### src/rtl/pc_unit_if.sv
// Control-unit <-> PC stage bundle: sequencing strobes and jump operands in,
// registered PC and return-stack status out.
interface pc_unit_if #(
  parameter int PC_W  = 10,
  parameter int OFF_W = 10,
  parameter int DEPTH = 8
);
  localparam int SP_W = $clog2(DEPTH) + 1;

  logic             s_inc;
  logic             s_rel;
  logic             s_bk;
  logic             s_ret;
  logic [PC_W-1:0]  target;
  logic [OFF_W-1:0] rel_off;
  logic [PC_W-1:0]  pc;
  logic [SP_W-1:0]  sp_count;
  logic             stk_empty;
  logic             stk_full;
  logic             stk_err;

  modport master (
    output s_inc, s_rel, s_bk, s_ret, target, rel_off,
    input  pc, sp_count, stk_empty, stk_full, stk_err
  );

  modport slave (
    input  s_inc, s_rel, s_bk, s_ret, target, rel_off,
    output pc, sp_count, stk_empty, stk_full, stk_err
  );
endinterface

### src/rtl/pc_unit.sv
// Program counter with bounded return-address stack.
// Define PC_STACK_WRAP_EN to make a call on a full stack overwrite the oldest entry.
module pc_unit #(
  parameter int PC_W  = 10,
  parameter int OFF_W = 10,
  parameter int DEPTH = 8
) (
  input  logic      clk,
  input  logic      reset,
  pc_unit_if.slave  bus
);
  localparam int SP_W  = $clog2(DEPTH) + 1;
  localparam int PTR_W = $clog2(DEPTH);

  if (OFF_W > PC_W) begin : g_bad_off_w
    $error("pc_unit: OFF_W must not exceed PC_W");
  end
  if (DEPTH < 2 || (DEPTH & (DEPTH - 1)) != 0) begin : g_bad_depth
    $error("pc_unit: DEPTH must be a power of two >= 2");
  end

  typedef enum logic [2:0] {
    OP_INC,
    OP_REL,
    OP_JMP,
    OP_CALL,
    OP_RET
  } op_e;

  op_e              op;
  logic [PC_W-1:0]  pc_q, pc_d, pc_plus1, rel_ext;
  logic [SP_W-1:0]  cnt_q, cnt_d;
  logic [PTR_W-1:0] ptr_q, ptr_d;
  logic             err_q, err_d;
  logic             push;
  logic             empty, full;
  logic [PC_W-1:0]  stack [DEPTH];
  logic [PC_W-1:0]  top;

  assign empty    = (cnt_q == '0);
  assign full     = (cnt_q == SP_W'(DEPTH));
  assign pc_plus1 = pc_q + PC_W'(1);
  assign rel_ext  = PC_W'($signed(bus.rel_off));
  // ptr_q always names the next free slot; in wrap mode it runs circularly so
  // the slot below it is the most recent push even after overwrites.
  assign top      = stack[ptr_q - PTR_W'(1)];

  always_comb begin
    op = OP_INC;
    if (bus.s_ret)       op = OP_RET;
    else if (bus.s_bk)   op = OP_CALL;
    else if (!bus.s_inc) op = OP_JMP;
    else if (bus.s_rel)  op = OP_REL;
  end

  always_comb begin
    pc_d  = pc_plus1;
    cnt_d = cnt_q;
    ptr_d = ptr_q;
    err_d = err_q;
    push  = 1'b0;
    case (op)
      OP_RET: begin
        if (empty) begin
          err_d = 1'b1;
        end else begin
          pc_d  = top;
          cnt_d = cnt_q - SP_W'(1);
          ptr_d = ptr_q - PTR_W'(1);
        end
      end
      OP_CALL: begin
        pc_d = bus.target;
        if (!full) begin
          push  = 1'b1;
          cnt_d = cnt_q + SP_W'(1);
          ptr_d = ptr_q + PTR_W'(1);
        end else begin
`ifdef PC_STACK_WRAP_EN
          push  = 1'b1;
          ptr_d = ptr_q + PTR_W'(1);
`else
          err_d = 1'b1;
`endif
        end
      end
      OP_JMP:  pc_d = bus.target;
      OP_REL:  pc_d = pc_q + rel_ext;
      default: pc_d = pc_plus1;
    endcase
  end

  always_ff @(posedge clk) begin
    if (reset) begin
      pc_q  <= '0;
      cnt_q <= '0;
      ptr_q <= '0;
      err_q <= 1'b0;
    end else begin
      pc_q  <= pc_d;
      cnt_q <= cnt_d;
      ptr_q <= ptr_d;
      err_q <= err_d;
    end
  end

  // Stack contents survive reset; only the pointer/count define validity.
  always_ff @(posedge clk) begin
    if (!reset && push) stack[ptr_q] <= pc_plus1;
  end

  assign bus.pc        = pc_q;
  assign bus.sp_count  = cnt_q;
  assign bus.stk_empty = empty;
  assign bus.stk_full  = full;
  assign bus.stk_err   = err_q;
endmodule

### src/flat_wrapper.sv
// flat-port wrapper written by rule: the top's interface ports become plain ports
module pc_unit_flat 
#(
  parameter int PC_W  = 10,
  parameter int OFF_W = 10,
  parameter int DEPTH = 8
)
  (clk, reset, bus_s_inc, bus_s_rel, bus_s_bk, bus_s_ret, bus_target, bus_rel_off, bus_pc, bus_sp_count, bus_stk_empty, bus_stk_full, bus_stk_err);
  pc_unit_if #(.PC_W(PC_W), .OFF_W(OFF_W), .DEPTH(DEPTH)) bus_i ();
  input  logic clk;
  input  logic reset;
  input wire logic [$bits(bus_i.s_inc)-1:0] bus_s_inc;
  input wire logic [$bits(bus_i.s_rel)-1:0] bus_s_rel;
  input wire logic [$bits(bus_i.s_bk)-1:0] bus_s_bk;
  input wire logic [$bits(bus_i.s_ret)-1:0] bus_s_ret;
  input wire logic [$bits(bus_i.target)-1:0] bus_target;
  input wire logic [$bits(bus_i.rel_off)-1:0] bus_rel_off;
  output wire logic [$bits(bus_i.pc)-1:0] bus_pc;
  output wire logic [$bits(bus_i.sp_count)-1:0] bus_sp_count;
  output wire logic [$bits(bus_i.stk_empty)-1:0] bus_stk_empty;
  output wire logic [$bits(bus_i.stk_full)-1:0] bus_stk_full;
  output wire logic [$bits(bus_i.stk_err)-1:0] bus_stk_err;
  assign bus_i.s_inc = bus_s_inc;
  assign bus_i.s_rel = bus_s_rel;
  assign bus_i.s_bk = bus_s_bk;
  assign bus_i.s_ret = bus_s_ret;
  assign bus_i.target = bus_target;
  assign bus_i.rel_off = bus_rel_off;
  assign bus_pc = bus_i.pc;
  assign bus_sp_count = bus_i.sp_count;
  assign bus_stk_empty = bus_i.stk_empty;
  assign bus_stk_full = bus_i.stk_full;
  assign bus_stk_err = bus_i.stk_err;
  pc_unit #(.PC_W(PC_W), .OFF_W(OFF_W), .DEPTH(DEPTH)) u_core (.clk(clk), .reset(reset), .bus(bus_i));
endmodule
### config.mk
export PLATFORM = sky130hd
export DESIGN_NAME = pc_unit_flat
export DESIGN_NICKNAME = d
export VERILOG_FILES = /design/src/rtl/pc_unit_if.sv /design/src/rtl/pc_unit.sv /design/src/flat_wrapper.sv
export SDC_FILE = /design/constraint.sdc
export NUM_CORES = 1
export LEC_CHECK = 0
export CORE_ASPECT_RATIO = 0.7
export CORE_UTILIZATION = 60
export CTS_CLUSTER_SIZE = 30
export DETAILED_ROUTE_END_ITERATION = 8
export PLACE_DENSITY = 0.87
export SYNTH_ARGS = -nofsm -noshare
export SYNTH_HDL_FRONTEND = slang
export SYNTH_SLANG_ARGS = --single-unit
### constraint.sdc
create_clock -name clk -period 3.69 [get_ports clk]
set_clock_uncertainty 0.1 [all_clocks]
set_input_delay 0.5535 -clock clk [delete_from_list [all_inputs] [get_ports clk]]
set_output_delay 0.5535 -clock clk [all_outputs]
set_load 0.1 [all_outputs]
==> Yosys cells after proc, flatten, opt, wreduce, memory -nomap -nowiden <==
Memory sizes are Yosys's and may differ from the RTL's.
Cells that the tools add are included.
{ "word_totals": {"regBits": 18, "mem_bits_rw": 80, "input_bits": 26, "word_cells": 46, "memories": 1} }
{ "classes": {"addsub": 6, "eq_ne": 9, "n_mux": 19, "n_reduce_logical": 7} }
{ "memory_table": {"columns": ["memory", "words", "width", "read_ports", "rd_clocked_by_memory_dff", "write_ports", "line", "source"], "rows": [
  ["u_core.stack", 8, 10, 1, 0, 1, "pc_unit.sv:37", "logic [PC_W-1:0] stack [DEPTH];"]
]} }
{ "ops": {"columns": ["cell", "n"], "rows": [
  ["$pmux 10 s3", 1],
  ["$mux 3", 5],
  ["$add 10x1->10 const B", 1],
  ["$add 10x10->10", 1],
  ["$mux 10", 1],
  ["$mux 4", 2],
  ["$ne 2x2->1 const B", 4],
  ["$pmux 4 s2", 1],
  ["$mux 1", 7],
  ["$eq 3x2->1 const B", 2],
  ["$pmux 3 s2", 1],
  ["$reduce_and 3->1", 2],
  ["$add 4x1->4 const B", 1],
  ["$eq 4x4->1 const B", 1],
  ["$logic_not 4->1", 1],
  ["$sub 4x1->4 const B", 1],
  ["$add 3x1->3 const B", 1],
  ["$eq 3x1->1 const B", 1],
  ["$eq 3x3->1 const B", 1],
  ["$sub 3x1->3 const B", 1],
  ["$pmux 1 s2", 1],
  ["$reduce_bool 2->1", 1],
  ["$reduce_or 2->1", 1],
  ["$logic_and 1x1->1", 1],
  ["$logic_not 1->1", 1]
]} }

==> Depth between registers and ports, before layout <==
Gate-level depths: netlist of run 1.
{ "logic_depth": {"depth_word": 9, "ltp_mapped": 10, "depth_no_buf": 8} }

==> Worst setup path before layout of run 1 <==
No wires, ideal clock.
{ "synth_timing": {"path_type": "flip-flop to flip-flop", "start": "reg u_core.cnt_q[0], in the netlist u_core.bus.sp_count[0]", "end": "reg u_core.pc_q[3], in the netlist u_core.bus.pc[3]", "setup_time_ns": 0.070, "arrival_ns": 4.871, "t_required_ns": 3.520, "setup_slack_ns": -1.350, "stages_incl_launch_ff": 6, "path_buffers": 0, "synth_period_minus_slack_ns": 5.040, "path_cell_list": "dfxtp_1 -> nor4_1 -> nand2_1 -> nand2_1 -> a222oi_1 -> a21oi_1"} }
{ "synth_via": {"elab_chain_len": 3} }
{ "synth_rtl": {"columns": ["item", "line", "source"], "rows": [
  ["start: declaration", "pc_unit.sv:32", "logic [SP_W-1:0] cnt_q, cnt_d;"],
  ["start signal: assignment", "pc_unit.sv:101", "cnt_q <= cnt_d;"],
  ["$logic_not 4->1", "pc_unit.sv:40", "assign empty = (cnt_q == '0);"],
  ["net bus_stk_empty", "flat_wrapper.sv:20", "output wire logic [$bits(bus_i.stk_empty)-1:0] bus_stk_empty;"],
  ["$mux 10", "pc_unit.sv:64", "if (empty) begin"],
  ["$pmux 10 s3", "pc_unit.sv:62", "case (op)"],
  ["end signal: assignment", "pc_unit.sv:100", "pc_q <= pc_d;"],
  ["end: declaration", "pc_unit.sv:31", "logic [PC_W-1:0] pc_q, pc_d, pc_plus1, rel_ext;"]
]} }
The timed path passes the listed nets, and every way through them passes these cells.
A chain may end at the register's enable or synchronous reset.

==> Worst setup path in the final report of run 1 <==
{ "layout_timing": {"start": "reg u_core.cnt_q[0], in the netlist u_core.bus.sp_count[0]", "end": "out bus_sp_count[0]"} }
{ "layout_lines": {"columns": ["item", "line", "source"], "rows": [
  ["end: declaration", "flat_wrapper.sv:19", "output wire logic [$bits(bus_i.sp_count)-1:0] bus_sp_count;"]
]} }
No word-level cell between the ends.

==> impl_metrics.json, run 1 <==
{
  "fin_area_sq_um": 5450,
  "yosysTopAreaCell": "edfxtp_1",
  "arrival_ns": 2.08,
  "cap_violations": 0,
  "power.density_nw_per_um2": 863,
  "area_delta_synth_final_pct": 16.6,
  "dr_total_vias": 2918,
  "path_clk_slew_ns": 0.09,
  "die_x_microns": 107,
  "critical_path_buf_inv_count": 1,
  "seq_area_sq_um": 2760,
  "cts_tree": "done",
  "synth_seq_area_share": 0.592,
  "final_max_slew_viol_count": 0,
  "postSynthCellCount": 317,
  "hold_ws_ns": 0.439,
  "hold_path.class": "reg -> reg",
  "synth_edf_count": 80,
  "cp_max_fo": 7,
  "core-area_sq_um": 7420,
  "synth_ff_type": "edfxtp_1",
  "drive_gt1_frac": 0.143,
  "ioPinCount": 43,
  "drtAntennaViolNets": 0,
  "grt_pass1_vias": 2660,
  "antenna_cells": 0,
  "place_ws_ns": 0.775,
  "antenna_found_initial": 0,
  "fin_tns_setup_ns": 0,
  "cts.sinks": 98,
  "dp_hpwl_microns": 7090,
  "cts_made_buffers": 9,
  "post_cts_buffers": 0,
  "tightest_slew_ns": 0.976,
  "swShare": 0.436,
  "cts_root_buf": "clkbuf_8",
  "place_congestion": 0.798,
  "worstSetupPathType": "reg -> out",
  "yosysMostFrequentCell": "edfxtp_1",
  "slew_headroom": 0.347,
  "grt.overflow.total": 0,
  "synthTopCellsByArea": "edfxtp_1, dfxtp_1, mux4_1",
  "wl_microns": 9830,
  "vias_per_cell": 6.14,
  "grt_max_degree": 25,
  "clockPowerShare": 0.148,
  "synthesis.area_sq_um": 4670,
  "synth_warnings": 0,
  "seqPwrFrac": 0.336,
  "fmax_ghz": 0.366,
  "synthArstFlopShare": 0,
  "htreeDepth": 3,
  "status": "finished, final reports clean",
  "insertion_delay_ns": 0.37,
  "hold_viol_final": 0,
  "fin_ws_ns": 0.958,
  "finalSetupViolations": 0,
  "period_needed_ns": 2.73,
  "dieHeight_microns": 75.8,
  "drc_errors": 0,
  "worstSetupStartpointType": "register",
  "comb_power_share": 0.515,
  "wire_per_inst_microns": 20.7,
  "max-vdd-ir-drop_v": 0.000943,
  "place_area_sq_um": 5250,
  "dr.pass1.iters": 5,
  "fillers": 454,
  "switchingPower_uw": 2050,
  "worstPathRequired_ns": 3.04,
  "slowest_stage": "clkdlybuf4s50_1",
  "multi_input_area_sq_um": 1800,
  "start_util": 0.630,
  "syn_nets": 359,
  "fp.dieArea_sq_um": 8150,
  "max_stage_delay_ns": 1.20,
  "synth.distinct_cells": 50,
  "clockBufferDepth": 2,
  "final_nets": 414,
  "synth_top_area_frac": 0.514,
  "port_buffers": 42,
  "power.internal_uw": 2650,
  "end_kind": "output pin",
  "num_rows": 26,
  "worst-r2r-setup-slack_ns": 1.04,
  "avgSynthCellArea_sq_um": 14.7,
  "rsz0062_at_grt": "no",
  "grt_pass1_wl_microns": 14800,
  "finalCritPeriodShare": 0.740,
  "power_leakage_uw": 0.00194,
  "grt_use_total": 0.263,
  "critPathTopFamily": "buffers and inverters",
  "drtIter0Drc": 268,
  "ys_ff_latch": 98,
  "cp_cell_sequence": "clkdlybuf4s50_1",
  "cts_hold_buf": 0,
  "synthTopCellsByCount": "edfxtp_1, a21oi_1, dfxtp_1",
  "post_cts_resize_count": 0
}
tightest hold or removal path, delay by kind of cell (launching register included):
family | cells | cell delay, ns
flops | 1 | 0.32
compound gates | 2 | 0.18
state kept, by name, summed over array words and instances (netlist names):
register / cells
u_core.bus.stk_err: 1
u_core.bus.sp_count: 4
u_core.stack: 80
u_core.ptr_q: 3
u_core.bus.pc: 10
power groups by stage:
| stage | clock network (uW) | logic, uW | registers (uW) |
|---|---|---|---|
| finish | 697 | 2420 | 1580 |
| detailed placement | 0 | 2430 | 1600 |
| CTS | 708 | 2430 | 1580 |
| global placement | 0 | 2360 | 1590 |
| global route | 753 | 2580 | 1600 |
| floorplan | 0 | 1400 | 2050 |
per-stage QoR:
step,power [uW],std cells,util
after CTS,4720,475,0.734
after floorplan,3450,317,-
after detailed placement,4030,459,0.707
final,4700,475,0.734
after global placement,3950,459,0.707
after global routing,4940,475,0.734
kinds of logic after synthesis:
kind of cell / after synthesis / synth area share
compound gates: 56 / 0.0809
mux: 34 / 0.138
simple gates: 73 / 0.0817
flops: 98 / 0.592
xor+xnor: 18 / 0.0354
fa+ha+maj: 16 / 0.0461
buf+inv: 22 / 0.0260
cell usage in the layout, fill, tap and decap left out, types with 9 or more instances in the layout:
cell type / instances
a21oi_1: 20
ha_1: 14
clkbuf_8: 10
o21ai_0: 9
nor2_1: 17
dfxtp_1: 18
edfxtp_1: 80
buf_4: 17
xnor2_1: 9
nand3_1: 9
inv_1: 9
mux4_1: 12
clkdlybuf4s50_1: 40
nand2_1: 15
final timing paths:
path | cells after the start | end | start
worst max-delay path | 1 | bus_sp_count[0] | u_core.bus.sp_count[0]
worst min-delay path | 2 | u_core.bus.stk_err | u_core.bus.stk_err
worst max register to register | 8 | u_core.bus.pc[9] | u_core.ptr_q[1]
worst min register to register | 2 | u_core.bus.stk_err | u_core.bus.stk_err
layout make-up:
| type | instances | share of cell area |
|---|---|---|
| sequential | 98 | 0.507 |
| multi-input combinational | 197 | 0.330 |
| timing repair buffer | 57 | 0.0969 |
| clock buffer | 11 | 0.0260 |
| tap | 98 | 0.0225 |
| clock inverter | 5 | 0.0110 |
| inverter | 9 | 0.00620 |
per-layer routing:
metal  GRT usage  share of wire  up-vias
met5           0              0        -
met4       0.100          0.015        0
met3      0.0530          0.059       15
met2       0.416           0.48      108
met1       0.371           0.44     1415
li1            -              -     1380
No activity file was read; power rests on OpenSTA's default activity.
==> run 2, diff against run 1 <==
- CORE_UTILIZATION: 60 -> 57
- PLACE_DENSITY: 0.87 -> 0.83
- clock period: 3.69 -> 2.74 ns (I/O delays scaled with it)
==> run 2 against run 1 <==
Final cell count grew 1.3%. Flip-flop and latch count unchanged. Via count up 6.9%. Total power increased by 47%. Die area increased by 5.1%. Register-to-register slack worse by 0.89 ns. Critical path type is now reg -> reg. Core utilization shrank 2.4 points. Worst hold slack got worse by 0.0085 ns. Critical endpoint is now u_core.bus.pc[5]. Non-clock buffer count increased by 3.
==> impl_metrics.json, run 2 (same netlist as run 1, synthesis figures left out) <==
{
  "status": "finished, final reports clean",
  "grt_use_met1": 0.371,
  "end_kind": "register",
  "fillers": 540,
  "grt.overflow.total": 0,
  "place_congestion": 0.866,
  "worstSetupStartpointType": "register",
  "worstHoldPathCells": 2,
  "fin_ws_ns": 0.152,
  "final_common_cell": "edfxtp_1",
  "cts_root_buf": "clkbuf_16",
  "htreeDepth": 3,
  "power.density_nw_per_um2": 1230,
  "fin_tns_setup_ns": 0,
  "hold-path-endpoint": "u_core.bus.stk_err",
  "cts.sinks": 98,
  "grt_use_met2": 0.419,
  "finalSetupViolations": 0,
  "switchingPower_uw": 2910,
  "cp_max_fo": 16,
  "power_leakage_uw": 0.00206,
  "drtAntennaViolNets": 0,
  "wl_microns": 10400,
  "path_clk_slew_ns": 0.07,
  "multi_input_area_sq_um": 1810,
  "final_max_slew_viol_count": 0,
  "timing.rr.start": "u_core.ptr_q[1]",
  "power.internal_uw": 4010,
  "wire_per_inst_microns": 21.7,
  "crit_start": "u_core.ptr_q[1]",
  "area_delta_synth_final_pct": 20.3,
  "hold_ws_ns": 0.430,
  "ioPinCount": 43,
  "antenna_cells": 0,
  "drc_errors": 0,
  "grt_pass1_wl_microns": 16100,
  "core-area_sq_um": 7910,
  "place_ws_ns": 0.146,
  "die_x_microns": 110,
  "port_buffers": 42,
  "post_cts_buffers": 0,
  "vias_per_cell": 6.49,
  "num_rows": 27,
  "grt_use_total": 0.266,
  "seq_area_sq_um": 2770,
  "drtIter0Drc": 392,
  "start_util": 0.591,
  "largest_register_ffs": 80,
  "worstRegToRegCells": 7,
  "cap_violations": 0,
  "worst-r2r-setup-slack_ns": 0.15,
  "worstSetupPathType": "reg -> reg",
  "hold_viol_final": 0,
  "stdcell_count": 481,
  "comb_power_share": 0.489,
  "cts_hold_buf": 0,
  "regMostFlops": "u_core.stack",
  "post_cts_resize_count": 0,
  "finalCritPeriodShare": 0.945,
  "fp.dieArea_sq_um": 8560,
  "slowest_stage": "ha_1",
  "cts_made_buffers": 9,
  "dp_hpwl_microns": 7150,
  "grt_max_degree": 25,
  "worstPathRequired_ns": 2.86,
  "fmax_ghz": 0.386,
  "max-vdd-ir-drop_v": 0.00156,
  "antenna_found_initial": 0,
  "hp-start": "u_core.bus.stk_err",
  "hold_path.class": "reg -> reg",
  "dr.pass1.iters": 5,
  "grt_pass1_vias": 3041,
  "drive_gt1_frac": 0.203,
  "insertion_delay_ns": 0.35,
  "clockPowerShare": 0.200,
  "use_met3": 0.0588,
  "slew_headroom": 0.460,
  "swShare": 0.420,
  "grt-busiest-layer": "met2",
  "placedCellCount": 465,
  "r2r-end": "u_core.bus.pc[5]",
  "dieHeight_microns": 77.7,
  "final_nets": 417,
  "arrival_ns": 2.71,
  "tightest_slew_ns": 0.804,
  "final_cell_mix": "edfxtp_1, buf_4, clkdlybuf4s50_1, a21oi_1, nor2_1",
  "seqPwrFrac": 0.311,
  "max_stage_delay_ns": 0.50,
  "clockBufferDepth": 2,
  "cp_cell_sequence": "inv_1 > ha_1 > buf_12 > mux4_1 > mux2_2 > a222oi_1 > a21oi_1",
  "dr_total_vias": 3120,
  "cts_tree": "done",
  "period_needed_ns": 2.59,
  "rsz0062_at_grt": "no"
}
run 2: cell count changes in the layout (fill, tap and decap cells not counted), sizes merged:
cell,previous run,this run
buf,17,35
clkbuf,11,9
bufinv,1,2
inv,11,12
clkinv,1,2
clkinvlp,1,0
clkdlybuf4s50,40,25
run 2: area by class of cell:
cell class | instances | area share
clock buffers | 9 | 0.0401
clock inverters | 7 | 0.0189
inverters | 9 | 0.00601
multi-input cells | 197 | 0.322
flip-flops and latches | 98 | 0.493
well taps | 101 | 0.0225
repair buffers | 60 | 0.0980
run 2: how the worst max path moves through the flow:
stage | to | slack, ns | depth (start not counted)
after global routing | u_core.bus.pc[5] | 0.05 | 7
after CTS | u_core.bus.pc[5] | 0.17 | 7
after global placement | u_core.bus.sp_count[3] | 0.23 | 9
after floorplan | u_core.bus.pc[8] | 0.07 | 6
final | u_core.bus.pc[5] | 0.15 | 7
after detailed placement | u_core.bus.sp_count[3] | 0.15 | 9
run 2: critical path, delay by kind of cell (launching register included):
family	cells	cell delay [ns]
buffers and inverters	2	0.35
adders and majority gates	1	0.50
DFF	1	0.45
muxes	2	0.59
AOI/OAI and AO/OA	2	0.47
run 2: power by group through the flow:
stage | combinational, uW | sequential, uW | clock, uW
after CTS | 3390 | 2150 | 1400
after floorplan | 1890 | 2790 | 0
after global placement | 3270 | 2170 | 0
after global routing | 3580 | 2170 | 1460
final | 3380 | 2150 | 1380
after detailed placement | 3370 | 2180 | 0
run 2: metrics by stage:
stage          area (sq um)   util  total power, uW
6_report               5620  0.711             6920
5_1_grt                5620  0.711             7210
4_1_cts                5620  0.711             6940
3_5_place_dp           5290  0.669             5550
3_3_place_gp           5290  0.669             5430
2_1_floorplan          4700      -             4680
run 2: per-layer routing:
layer / vias to the layer above / routed length (microns)
met4: 0 / 170
met3: 18 / 803
li1: 1387 / -
met5: - / 0
met2: 154 / 5040
met1: 1561 / 4410
==> run 3, diff against run 2 <==
- CORE_UTILIZATION: 57 -> 59
- CTS_BUF_LIST: not set -> sky130_fd_sc_hd__clkbuf_8
- PLACE_DENSITY: 0.83 -> 0.86
==> run 3 against run 2 <==
Clock power fell by 25%. Via count decreased by 3.3%. Maximum frequency increased by 0.92%. Non-clock buffer count grew 1. Register-to-register slack improved by 0.02 ns. Global-route usage increased by 0.062 points. Total power is 5.7% lower. Critical path depth is the same. First-iteration DRC count shrank 3.1%. Critical endpoint is now u_core.bus.pc[4]. Largest power group unchanged.
==> impl_metrics.json, run 3 (same netlist as run 1, synthesis figures left out) <==
{
  "power.density_nw_per_um2": 1190,
  "cts_tree": "done",
  "wl_microns": 10000,
  "insertion_delay_ns": 0.38,
  "dp_hpwl_microns": 6920,
  "arrival_ns": 2.73,
  "ioPinCount": 43,
  "cp_cell_sequence": "inv_1 > ha_1 > buf_12 > mux4_1 > mux2_2 > a222oi_1 > a21oi_1",
  "worst-r2r-setup-slack_ns": 0.18,
  "finalPower_uw": 6520,
  "fmax_ghz": 0.390,
  "critical_path_buf_inv_count": 2,
  "worstRegToRegCells": 7,
  "final_max_slew_viol_count": 0,
  "hold_path.class": "reg -> reg",
  "cts.sinks": 98,
  "cap_violations": 0,
  "worstPathRequired_ns": 2.90,
  "grt_max_degree": 25,
  "grt_use_met2": 0.403,
  "drive_gt1_frac": 0.202,
  "hold_viol_final": 0,
  "dieHeight_microns": 76.4,
  "regMostFlops": "u_core.stack",
  "worst-path-stages": 7,
  "final_cell_mix": "edfxtp_1, buf_4, clkdlybuf4s50_1, a21oi_1, nor2_1",
  "place_congestion": 0.898,
  "die_x_microns": 108,
  "worstSetupPathType": "reg -> reg",
  "grt_pass1_vias": 2990,
  "htreeDepth": 3,
  "slew_headroom": 0.549,
  "worstSetupStartpointType": "register",
  "grt_use_total": 0.266,
  "drtAntennaViolNets": 0,
  "largest_register_ffs": 80,
  "use_met3": 0.0633,
  "grt_pass1_wl_microns": 16000,
  "place_area_sq_um": 5280,
  "antenna_found_initial": 0,
  "wire_per_inst_microns": 21.0,
  "antenna_cells": 0,
  "finalSetupViolations": 0,
  "drc_errors": 0,
  "final_common_cell": "edfxtp_1",
  "period_needed_ns": 2.56,
  "fin_tns_setup_ns": 0,
  "cts_made_buffers": 9,
  "area_delta_synth_final_pct": 17.8,
  "max-vdd-ir-drop_v": 0.00138,
  "port_buffers": 42,
  "critPathTopFamily": "multiplexers",
  "drtIter0Drc": 380,
  "final_nets": 418,
  "grt-busiest-layer": "met2",
  "grt.overflow.total": 0,
  "post_cts_resize_count": 0,
  "power_leakage_uw": 0.00201,
  "status": "finished, final reports clean",
  "end_kind": "register",
  "dr_total_vias": 3018,
  "vias_per_cell": 6.30,
  "clockBufferDepth": 2,
  "worstHoldPathCells": 2,
  "rsz0062_at_grt": "no",
  "num_rows": 26,
  "max_stage_delay_ns": 0.50,
  "tightest_slew_ns": 0.671,
  "grt_use_met1": 0.384,
  "slowest_stage": "dfxtp_1",
  "core-area_sq_um": 7480,
  "start_util": 0.624,
  "fp.dieArea_sq_um": 8280,
  "finalCritPeriodShare": 0.936,
  "fin_area_sq_um": 5500,
  "cts_hold_buf": 0,
  "path_clk_slew_ns": 0.10,
  "dr.pass1.iters": 6,
  "cts_root_buf": "clkbuf_8",
  "post_cts_buffers": 0,
  "cp_max_fo": 19
}
==> run 3: cell count changes in the layout (fill, tap and decap cells not counted), sizes merged <==
cell      delta
clkinvlp     +1
clkinv       -1
buf          +1
==> run 3: path summary, 6_finish.rpt <==
check / startpoint / to
worst max-delay path: u_core.ptr_q[1] / u_core.bus.pc[4]
worst min-delay path: u_core.bus.stk_err / u_core.bus.stk_err
worst max register to register: u_core.ptr_q[1] / u_core.bus.pc[4]
worst min register to register: u_core.bus.stk_err / u_core.bus.stk_err
==> run 3: worst register-to-register path, cell delays in order, from the launching register on <==
cell and delay (ns):
dfxtp_1 0.50, inv_1 0.15, ha_1 0.40, buf_12 0.20, mux4_1 0.31, mux2_2 0.30
a222oi_1 0.37, a21oi_1 0.12
==> run 3: cell type report <==
class	instances	area [sq um]
timing repair buffer	61	546
clock buffer	9	124
inverter	9	33.8
sequential	98	2770
multi-input combinational	197	1810
fill	478	1980
clock inverter	7	103
tap	98	123
==> run 3: power by group <==
| group | leakage (uW) | total, uW | internal, uW | switching, uW |
|---|---|---|---|---|
| combinational | 0.00102 | 3320 | 1240 | 2080 |
| sequential | 0.000882 | 2160 | 1930 | 226 |
| clock | 0.000115 | 1040 | 525 | 519 |
| total | 0.00201 | 6520 | 3700 | 2820 |
==> run 3: routing by layer <==
layer,up-vias,part of all wire,routed length (microns)
met2,131,0.47,4680
met5,-,0,0
met3,14,0.075,748
li1,1383,-,-
met4,0,0.015,148
met1,1490,0.44,4460
==> run 3: per-stage QoR <==
step | utilization | hold WS (ns) | setup slack (ns) | std cells
finish | 0.735 | 0.451 | 0.175 | 479
global placement | 0.705 | 0.414 | 0.230 | 463
CTS | 0.735 | 0.443 | 0.219 | 479
detailed placement | 0.705 | 0.430 | 0.183 | 463
floorplan | - | 0.449 | 0.0675 | 317
global route | 0.735 | 0.519 | 0.0808 | 479
